## src/rtl/order_intake_arbiter_if.sv

```systemverilog
// AXI-Stream bundle between the order-intent sources, the intake arbiter and the
// ingress unpacker. The master modport drives sources/sink; the slave modport is the arbiter.
interface order_intake_arbiter_if #(
  parameter int N_SRC  = 4,
  parameter int DATA_W = 64
);
  localparam int SRC_W = (N_SRC > 1) ? $clog2(N_SRC) : 1;

  logic [N_SRC-1:0]        s_tvalid;
  logic [N_SRC-1:0]        s_tready;
  logic [N_SRC*DATA_W-1:0] s_tdata;
  logic [N_SRC-1:0]        s_tlast;
  logic                    m_tvalid;
  logic                    m_tready;
  logic [DATA_W-1:0]       m_tdata;
  logic                    m_tlast;
  logic [SRC_W-1:0]        m_tuser;

  modport master (
    output s_tvalid, s_tdata, s_tlast, m_tready,
    input  s_tready, m_tvalid, m_tdata, m_tlast, m_tuser
  );

  modport slave (
    input  s_tvalid, s_tdata, s_tlast, m_tready,
    output s_tready, m_tvalid, m_tdata, m_tlast, m_tuser
  );
endinterface

```

## src/rtl/order_intake_arbiter.sv

```systemverilog
// Round-robin order arbiter: locks one source per multi-beat order, one output register stage.
// Optional ORD_ARB_PRIO0_EN gives source 0 strict priority over the round-robin group.
module order_intake_arbiter #(
  parameter int N_SRC  = 4,
  parameter int DATA_W = 64
) (
  input  logic                   clk,
  input  logic                   rst,
  input  logic                   kill,
  order_intake_arbiter_if.slave  bus,
  output logic                   grant_active,
  output logic [31:0]            ord_cnt
);
  localparam int SRC_W = (N_SRC > 1) ? $clog2(N_SRC) : 1;

  typedef enum logic {IDLE = 1'b0, LOCK = 1'b1} state_t;

  state_t              state_q;
  logic [SRC_W-1:0]    grant_q;
  logic [SRC_W-1:0]    rr_ptr_q;
  logic                m_tvalid_q;
  logic [DATA_W-1:0]   m_tdata_q;
  logic                m_tlast_q;
  logic [SRC_W-1:0]    m_tuser_q;
  logic [31:0]         ord_cnt_q;

  logic [DATA_W-1:0]   src_data [N_SRC];
  logic [N_SRC-1:0]    s_tready_d;
  logic [N_SRC-1:0]    req_mask;
  logic [2*N_SRC-1:0]  req_rot;
  logic                out_free;
  logic                beat_acc;
  logic                beat_last;
  logic                win_found_d;
  logic [SRC_W-1:0]    win_id_d;
  logic [SRC_W:0]      win_off_d;
  logic [SRC_W:0]      win_sum_d;
  logic [SRC_W-1:0]    rr_next_d;

  assign out_free = !m_tvalid_q || bus.m_tready;

  // Only the locked source sees ready, and it depends on registered state plus m_tready.
  generate
    for (genvar gi = 0; gi < N_SRC; gi++) begin : g_src
      assign src_data[gi]   = bus.s_tdata[gi*DATA_W +: DATA_W];
      assign s_tready_d[gi] = (state_q == LOCK) && (grant_q == SRC_W'(gi)) && out_free;
    end
  endgenerate

  assign bus.s_tready = s_tready_d;
  assign beat_acc     = |(bus.s_tvalid & s_tready_d);
  assign beat_last    = bus.s_tlast[grant_q];
  assign rr_next_d    = (grant_q == SRC_W'(N_SRC - 1)) ? '0 : grant_q + 1'b1;

`ifdef ORD_ARB_PRIO0_EN
  assign req_mask = bus.s_tvalid & ~{{(N_SRC-1){1'b0}}, 1'b1};
`else
  assign req_mask = bus.s_tvalid;
`endif

  // Rotate requests so bit k is source (rr_ptr + k) mod N_SRC; the lowest set bit wins.
  assign req_rot = {req_mask, req_mask} >> rr_ptr_q;

  always_comb begin
    win_found_d = 1'b0;
    win_off_d   = '0;
    for (int k = N_SRC - 1; k >= 0; k--) begin
      if (req_rot[k]) begin
        win_found_d = 1'b1;
        win_off_d   = (SRC_W+1)'(k);
      end
    end
    win_sum_d = {1'b0, rr_ptr_q} + win_off_d;
    if (win_sum_d >= (SRC_W+1)'(N_SRC)) begin
      win_sum_d = win_sum_d - (SRC_W+1)'(N_SRC);
    end
    win_id_d = win_sum_d[SRC_W-1:0];
`ifdef ORD_ARB_PRIO0_EN
    if (bus.s_tvalid[0]) begin
      win_found_d = 1'b1;
      win_id_d    = '0;
    end
`endif
  end

  always_ff @(posedge clk) begin
    if (rst) begin
      state_q    <= IDLE;
      grant_q    <= '0;
      rr_ptr_q   <= '0;
      m_tvalid_q <= 1'b0;
      m_tdata_q  <= '0;
      m_tlast_q  <= 1'b0;
      m_tuser_q  <= '0;
      ord_cnt_q  <= '0;
    end else begin
      case (state_q)
        IDLE: begin
          if (!kill && win_found_d) begin
            grant_q <= win_id_d;
            state_q <= LOCK;
          end
        end
        LOCK: begin
          if (beat_acc && beat_last) begin
            state_q <= IDLE;
`ifdef ORD_ARB_PRIO0_EN
            if (grant_q != '0) begin
              rr_ptr_q <= rr_next_d;
            end
`else
            rr_ptr_q <= rr_next_d;
`endif
          end
        end
        default: state_q <= IDLE;
      endcase

      if (beat_acc) begin
        m_tvalid_q <= 1'b1;
        m_tdata_q  <= src_data[grant_q];
        m_tlast_q  <= beat_last;
        m_tuser_q  <= grant_q;
      end else if (bus.m_tready) begin
        m_tvalid_q <= 1'b0;
      end

      if (m_tvalid_q && bus.m_tready && m_tlast_q && (ord_cnt_q != 32'hFFFF_FFFF)) begin
        ord_cnt_q <= ord_cnt_q + 32'd1;
      end
    end
  end

  assign bus.m_tvalid = m_tvalid_q;
  assign bus.m_tdata  = m_tdata_q;
  assign bus.m_tlast  = m_tlast_q;
  assign bus.m_tuser  = m_tuser_q;
  assign grant_active = (state_q == LOCK);
  assign ord_cnt      = ord_cnt_q;
endmodule

```

## src/flat_wrapper.sv

```systemverilog
// flat-port wrapper written by rule: the top's interface ports become plain ports
module order_intake_arbiter_flat 
#(
  parameter int N_SRC  = 4,
  parameter int DATA_W = 64
)
  (clk, rst, kill, grant_active, ord_cnt, bus_s_tvalid, bus_s_tdata, bus_s_tlast, bus_m_tready, bus_s_tready, bus_m_tvalid, bus_m_tdata, bus_m_tlast, bus_m_tuser);
  order_intake_arbiter_if #(.N_SRC(N_SRC), .DATA_W(DATA_W)) bus_i ();
  input  logic clk;
  input  logic rst;
  input  logic kill;
  output logic grant_active;
  output logic [31:0] ord_cnt;
  input wire logic [$bits(bus_i.s_tvalid)-1:0] bus_s_tvalid;
  input wire logic [$bits(bus_i.s_tdata)-1:0] bus_s_tdata;
  input wire logic [$bits(bus_i.s_tlast)-1:0] bus_s_tlast;
  input wire logic [$bits(bus_i.m_tready)-1:0] bus_m_tready;
  output wire logic [$bits(bus_i.s_tready)-1:0] bus_s_tready;
  output wire logic [$bits(bus_i.m_tvalid)-1:0] bus_m_tvalid;
  output wire logic [$bits(bus_i.m_tdata)-1:0] bus_m_tdata;
  output wire logic [$bits(bus_i.m_tlast)-1:0] bus_m_tlast;
  output wire logic [$bits(bus_i.m_tuser)-1:0] bus_m_tuser;
  assign bus_i.s_tvalid = bus_s_tvalid;
  assign bus_i.s_tdata = bus_s_tdata;
  assign bus_i.s_tlast = bus_s_tlast;
  assign bus_i.m_tready = bus_m_tready;
  assign bus_s_tready = bus_i.s_tready;
  assign bus_m_tvalid = bus_i.m_tvalid;
  assign bus_m_tdata = bus_i.m_tdata;
  assign bus_m_tlast = bus_i.m_tlast;
  assign bus_m_tuser = bus_i.m_tuser;
  order_intake_arbiter #(.N_SRC(N_SRC), .DATA_W(DATA_W)) u_core (.clk(clk), .rst(rst), .kill(kill), .bus(bus_i), .grant_active(grant_active), .ord_cnt(ord_cnt));
endmodule
```

## config.mk

```make
export PLATFORM = sky130hd
export DESIGN_NAME = order_intake_arbiter_flat
export DESIGN_NICKNAME = d
export VERILOG_FILES = /design/src/rtl/order_intake_arbiter_if.sv /design/src/rtl/order_intake_arbiter.sv /design/src/flat_wrapper.sv
export SDC_FILE = /design/constraint.sdc
export NUM_CORES = 1
export LEC_CHECK = 0
export BUFFER_PORTS_ARGS = -buffer_cell sky130_fd_sc_hd__buf_2
export CAP_MARGIN = 25
export CORE_AREA = 2 2 145 147
export CTS_CLUSTER_SIZE = 30
export DETAILED_ROUTE_END_ITERATION = 6
export DIE_AREA = 0 0 147 149
export PLACE_DENSITY = 0.56
export SYNTH_ARGS = -nofsm -noshare
export SYNTH_HDL_FRONTEND = slang
export SYNTH_SLANG_ARGS = --single-unit
```

## constraint.sdc

```tcl
create_clock -name clk -period 5.5 [get_ports clk]
set_clock_uncertainty 0.2 [all_clocks]
set_input_delay 0.275 -clock clk [delete_from_list [all_inputs] [get_ports clk]]
set_output_delay 0.275 -clock clk [all_outputs]
set_load 0.05 [all_outputs]
```

# Yosys cells after proc, flatten, opt, wreduce, memory -nomap -nowiden
# Cells that the tools add are included.
[word_totals]
register_bits = 105
input_bits = 268
output_inout_bits = 105
wordCells = 64
[classes]
n_addsub = 4
n_lt_le_gt_ge = 3
eq_ne = 4
n_shift = 1
n_mux = 20
n_bitwise = 3
n_reduce_logical = 21
[op_table]
columns = ["operator", "count"]
rows = [
  ["binary-select mux 64 bit (select 2 bit)", 1],
  ["two-way mux 64 bit", 2],
  ["adder 32 x 1 -> 32 bit (second input constant)", 1],
  ["!= test 32 bit (second input constant)", 1],
  ["logical AND 1 bit", 13],
  ["two-way mux 1 bit", 9],
  ["two-way mux 3 bit", 3],
  ["right shift 8 x 2 -> 4 bit", 1],
  [">= comparator 3 bit (second input constant)", 2],
  ["two-way mux 2 bit", 3],
  ["bitwise AND 4 bit", 1],
  ["== test 2 bit (second input constant)", 2],
  ["AND reduction 2 bit", 2],
  ["OR reduction 4 bit", 1],
  ["adder 2 x 3 -> 3 bit", 1],
  ["less-than comparator 2 x 3 -> 1 bit (second input constant)", 1],
  ["inverter 2 -> 3 bit", 1],
  ["adder 2 x 1 -> 2 bit (second input constant)", 1],
  ["binary-select mux 1 bit (select 2 bit)", 1],
  ["== test 2 x 1 -> 1 bit (second input constant)", 1],
  ["zero test 1 bit", 2],
  ["zero test 2 bit", 1],
  ["one-hot mux 1 bit (2 select lines)", 1],
  ["nonzero test 2 bit", 1],
  ["other kinds (3)", 3],
]

# Longest topological paths before layout
[logic_depth]
word_depth = 8
ltp_mapped = 11
ltp_nobuf = 9

# Worst setup path after synthesis
# OpenSTA, ideal clock, no wires.
[synth_path]
kind = "register -> register"
start = "reg u_core.grant_q[1]"
end = "reg u_core.m_tdata_q[26] (netlist: u_core.bus.m_tdata[26])"
setup_ps = 70
t_arrival_ps = 2797
required_ps = 5230
path_slack_ps = 2432
path_stages_with_launch = 12
path_buffers = 5
synth_period_minus_slack_ps = 3068
cell_sequence = "dfxtp_1 -> clkbuf_1 -> buf_1 -> clkbuf_1 -> inv_1 -> ha_1 -> a22o_1 -> o211ai_1 -> clkbuf_1 -> clkbuf_1 -> nand2_1 -> a21oi_1"
[synth_via]
elab_chain_cells = 5
elab_cells_between_ends = 18
classes_between = "eq/ne: 3; mux: 3; bitwise: 2; reduce/logical: 10"
[synth_lines]
columns = ["item", "line_no", "rtl"]
rows = [
  ["start: declaration", "order_intake_arbiter.sv:19", "logic [SRC_W-1:0] grant_q;"],
  ["start signal: assignment", "order_intake_arbiter.sv:100", "grant_q <= win_id_d;"],
  ["== test 2 x 1 -> 1 bit (tied with other cells)", "order_intake_arbiter.sv:46", "assign s_tready_d[gi] = (state_q == LOCK) && (grant_q == SRC_W'(gi)) && out_free;"],
  ["logical AND 1 bit (2 in series)", "order_intake_arbiter.sv:46", ""],
  ["bitwise AND 4 bit", "order_intake_arbiter.sv:51", "assign beat_acc = |(bus.s_tvalid & s_tready_d);"],
  ["OR reduction 4 bit", "order_intake_arbiter.sv:51", ""],
  ["end signal: assignment", "order_intake_arbiter.sv:121", "m_tdata_q <= src_data[grant_q];"],
  ["end: declaration", "order_intake_arbiter.sv:22", "logic [DATA_W-1:0] m_tdata_q;"],
]
# Parallel ways exist; a longest one is shown, timed or not. The select of a mux whose other input is x is not followed.
# A chain may end at the register's enable or synchronous reset.

# Worst setup path after layout
[layout_path]
start = "reg u_core.grant_q[1]"
end = "reg u_core.rr_ptr_q[0]"
[layout_via]
elab_chain_cells = 7
elab_cells_between_ends = 19
classes_between = "eq/ne: 3; mux: 3; bitwise: 1; reduce/logical: 12"
[layout_lines]
columns = ["item", "line_no", "rtl"]
rows = [
  ["== test 2 x 1 -> 1 bit (tied with other cells)", "order_intake_arbiter.sv:46", ""],
  ["logical AND 1 bit (2 in series)", "order_intake_arbiter.sv:46", ""],
  ["bitwise AND 4 bit", "order_intake_arbiter.sv:51", ""],
  ["OR reduction 4 bit", "order_intake_arbiter.sv:51", ""],
  ["logical AND 1 bit", "order_intake_arbiter.sv:105", "if (beat_acc && beat_last) begin"],
  ["AND reduction 2 bit (no source line)", "--", ""],
  ["end signal: assignment", "order_intake_arbiter.sv:112", "rr_ptr_q <= rr_next_d;"],
  ["end: declaration", "order_intake_arbiter.sv:20", "logic [SRC_W-1:0] rr_ptr_q;"],
]
# Parallel ways exist; a longest one is shown, timed or not. The select of a mux whose other input is x is not followed.

==> results.json <==
{
  "status": "complete, no violations",
  "synth.top_cell.area_share_pct": 35.08,
  "dieHeight_um": 149,
  "routabilityCongestion": 0.8067,
  "min_path_type": "input pin to register",
  "leakage_nw": 3.619,
  "whs_ns": 0.1299,
  "ctsLongestPathBuffers": 2,
  "min_path_cells": 3,
  "dp.cells": 1233,
  "root_buffer": "clkbuf_16",
  "synthMuxAreaShare_pct": 25.48,
  "final_layout_size_suffix_gt1_share_pct": 48.97,
  "grt_max_degree": 57,
  "synth_area_leader_cell": "dfxtp_1",
  "maxCapViolations": 0,
  "slowest_stage": "o211a_2",
  "period_share_pct": 53.00,
  "antenna_left": 0,
  "row_count": 53,
  "synth-simple-area-share_pct": 19.27,
  "synth-edff-count": 0,
  "final_cell_mix": "371 x buf_2, 150 x nand2_1, 103 x dfxtp_1",
  "fmax_mhz": 343.1,
  "wirelength_um": 21570,
  "final_cell_count_no_fill": 1252,
  "hold_path_end": "u_core.grant_active",
  "dpl.hpwl_um": 17070,
  "worst_ep_arrival_time_ns": 2.99,
  "worst-setup-path-type": "register to register",
  "synth-seq-cells": 105,
  "synth_seq_area_share_pct": 35.08,
  "drtPass1Iterations": 6,
  "synth_area_leaders": "dfxtp_1 35%, mux4_2 24%, nand2_1 9.4%, a21oi_1 6.6%, nor2_1 2.4%",
  "num-fill-cells": 2144,
  "crit_cells": 6,
  "period_needed_ns": 2.915,
  "cts_hold_buf": 0,
  "synthFlopType": "dfxtp_1",
  "dr.first_iter.drc_count": 314,
  "hold_violations": 0,
  "grt-ovfl-total": 0,
  "mostFrequentLayoutCell": "buf_2",
  "fp.dieW_um": 147,
  "ctsResizeCount": 0,
  "synthAdderAreaFrac_pct": 1.253,
  "h-tree-depth": 3,
  "drt_drc_violations_left": 0,
  "vias": 6097,
  "syn2layout_area_growth_pct": 39.53,
  "min_from": "kill",
  "tightest_slew_ns": 0.8664,
  "nets": 1243,
  "rsz0062_at_grt": "no",
  "cts-buffers-inserted": 9,
  "crit_path_max_incr_delay_ns": 0.67,
  "postCtsSetupBuffers": 0,
  "r2r-end": "u_core.rr_ptr_q[0]",
  "cp.buffers_inverters": 0,
  "coreArea_mm2": 0.02056,
  "power_mw": 1.966,
  "synth_top_family_by_area": "multiplexers",
  "grt_usage_pct": 18.96,
  "synthesis.area_mm2": 0.005992,
  "grt_pass1_wl_um": 32390,
  "path_clk_slew_ns": 0.07,
  "async_flop_share_pct": 0,
  "syn-instance-count": 626,
  "cts_tree": "built",
  "ys_warn_count": 0,
  "boundaryPins": 373,
  "setup_viol": 0,
  "drv_slew": 0,
  "synth_nets": 900,
  "cp_max_fo": 36,
  "relSlewSlack_pct": 41.80,
  "ir_drop_mv": 0.1450,
  "fin_tns_setup_ns": 0,
  "synth_compound_area_share_pct": 11.57,
  "dieArea_mm2": 0.02190,
  "routedWlPerCell_um": 17.23,
  "synth_xor_area_share_pct": 3.508,
  "io_buffer_count": 372,
  "rr_startpoint": "u_core.grant_q[1]",
  "antenna_found_initial": 3,
  "end_kind": "register",
  "crit_family": "compound AO/OA/AOI/OAI gates",
  "crit_required_ns": 5.57,
  "grt_pass1_vias": 5840,
  "clkSinkCount": 105,
  "syn_area_per_cell_um2": 9.572,
  "worstSetupStartpointType": "register",
  "insertion_delay_ns": 0.35,
  "p_per_area_mw_per_mm2": 235.1,
  "viasPerCell": 4.870,
  "ys_types": 55,
  "crit_chain": "ha_1 > a22o_1 > o211a_2 > o211ai_1 > or3_1 > a21oi_1",
  "start_util_pct": 29.15,
  "rr_worst_depth": 6,
  "setup.reg_to_reg.worst_slack_ns": 2.59
}
[final cells by class]
cell class | count | area [um2] | share of cell area (%)
clock inverters | 3 | 25.02 | 0.2993
diodes | 3 | 7.507 | 0.08979
inverters | 9 | 33.78 | 0.4041
flip-flops and latches | 105 | 2110 | 25.23
well taps | 275 | 344.1 | 4.116
repair buffers | 380 | 1921 | 22.97
clock buffers | 13 | 260.3 | 3.113
multi-input cells | 464 | 3660 | 43.77
[where the power goes]
part	internal, mW	leakage (nW)	switching [mW]
clock	0.334	0.136	0.289
sequential	0.793	0.852	0.0378
combinational	0.225	2.63	0.286
total	1.35	3.62	0.613
[routing by layer]
| metal | global-route usage, % | routed length [um] | vias to the layer above |
|---|---|---|---|
| met3 | 3.119 | 1152 | 24 |
| li1 | - | - | 2977 |
| met2 | 32.86 | 11070 | 223 |
| met1 | 24.20 | 8923 | 2873 |
| met4 | 6.298 | 418 | 0 |
| met5 | 0 | 0 | - |
[worst max-delay path by stage]
| stage | from | endpoint |
|---|---|---|
| floorplan | u_core.grant_q[1] | u_core.bus.m_tdata[26] |
| global placement | u_core.grant_q[0] | u_core.rr_ptr_q[1] |
| detailed placement | u_core.grant_q[0] | u_core.rr_ptr_q[0] |
| CTS | u_core.grant_q[0] | u_core.rr_ptr_q[0] |
| global route | u_core.grant_q[0] | u_core.rr_ptr_q[0] |
| finish | u_core.grant_q[1] | u_core.rr_ptr_q[0] |
[sequential cells by signal, indices dropped and copies added, names as in the netlist]
| register | count |
|---|---|
| u_core.bus.m_tuser | 2 |
| u_core.rr_ptr_q | 2 |
| u_core.bus.m_tdata | 64 |
| u_core.grant_q | 2 |
| u_core.bus.m_tlast | 1 |
| u_core.bus.m_tvalid | 1 |
| u_core.grant_active | 1 |
| u_core.ord_cnt | 32 |
[cells by family (layout without fill, tap and decap cells)]
group | Yosys count | after routing
other | 0 | 3
multiplexers | 72 | 72
adder cells (fa/ha/maj) | 6 | 6
AND/OR/NAND/NOR | 248 | 248
flip-flops | 105 | 105
AO/OA/AOI/OAI | 114 | 114
buffers and inverters | 57 | 405
XOR/XNOR | 24 | 24
[cell usage after synthesis (2+ instances only)]
library cell	instances
a2111oi_1	5
a211oi_1	4
a21oi_1	79
a22o_1	2
a311oi_1	2
and3_1	8
buf_1	8
buf_2	6
clkbuf_1	32
dfxtp_1	105
ha_1	6
inv_1	9
mux2_1	3
mux2i_1	4
mux4_2	64
nand2_1	150
nand2b_1	2
nand3_1	8
nand4_1	9
nand4_4	2
nor2_1	38
nor2b_1	3
nor3_1	5
nor3_2	3
nor4_1	3
o211a_1	2
o211ai_1	6
o21ai_0	3
o31ai_1	3
or3_1	2
or4_1	4
xnor2_1	13
xor2_1	11
[per-stage QoR]
stage	instance area (um2)	utilization [%]	worst slack (ns)
3_3_place_gp	8064	39.23	2.534
5_1_grt	8361	40.67	2.308
3_5_place_dp	8068	39.25	2.516
6_report	8361	40.67	2.585
4_1_cts	8353	40.63	2.498
2_1_floorplan	5992	-	2.432
[worst reg2reg max path, cell delays in order (launching register included)]
cell and delay, ns:
dfxtp_4 0.66, ha_1 0.29, a22o_1 0.15, o211a_2 0.67, o211ai_1 0.34, or3_1 0.39
a21oi_1 0.13
Note: power is estimated with default switching activity, not from simulation.
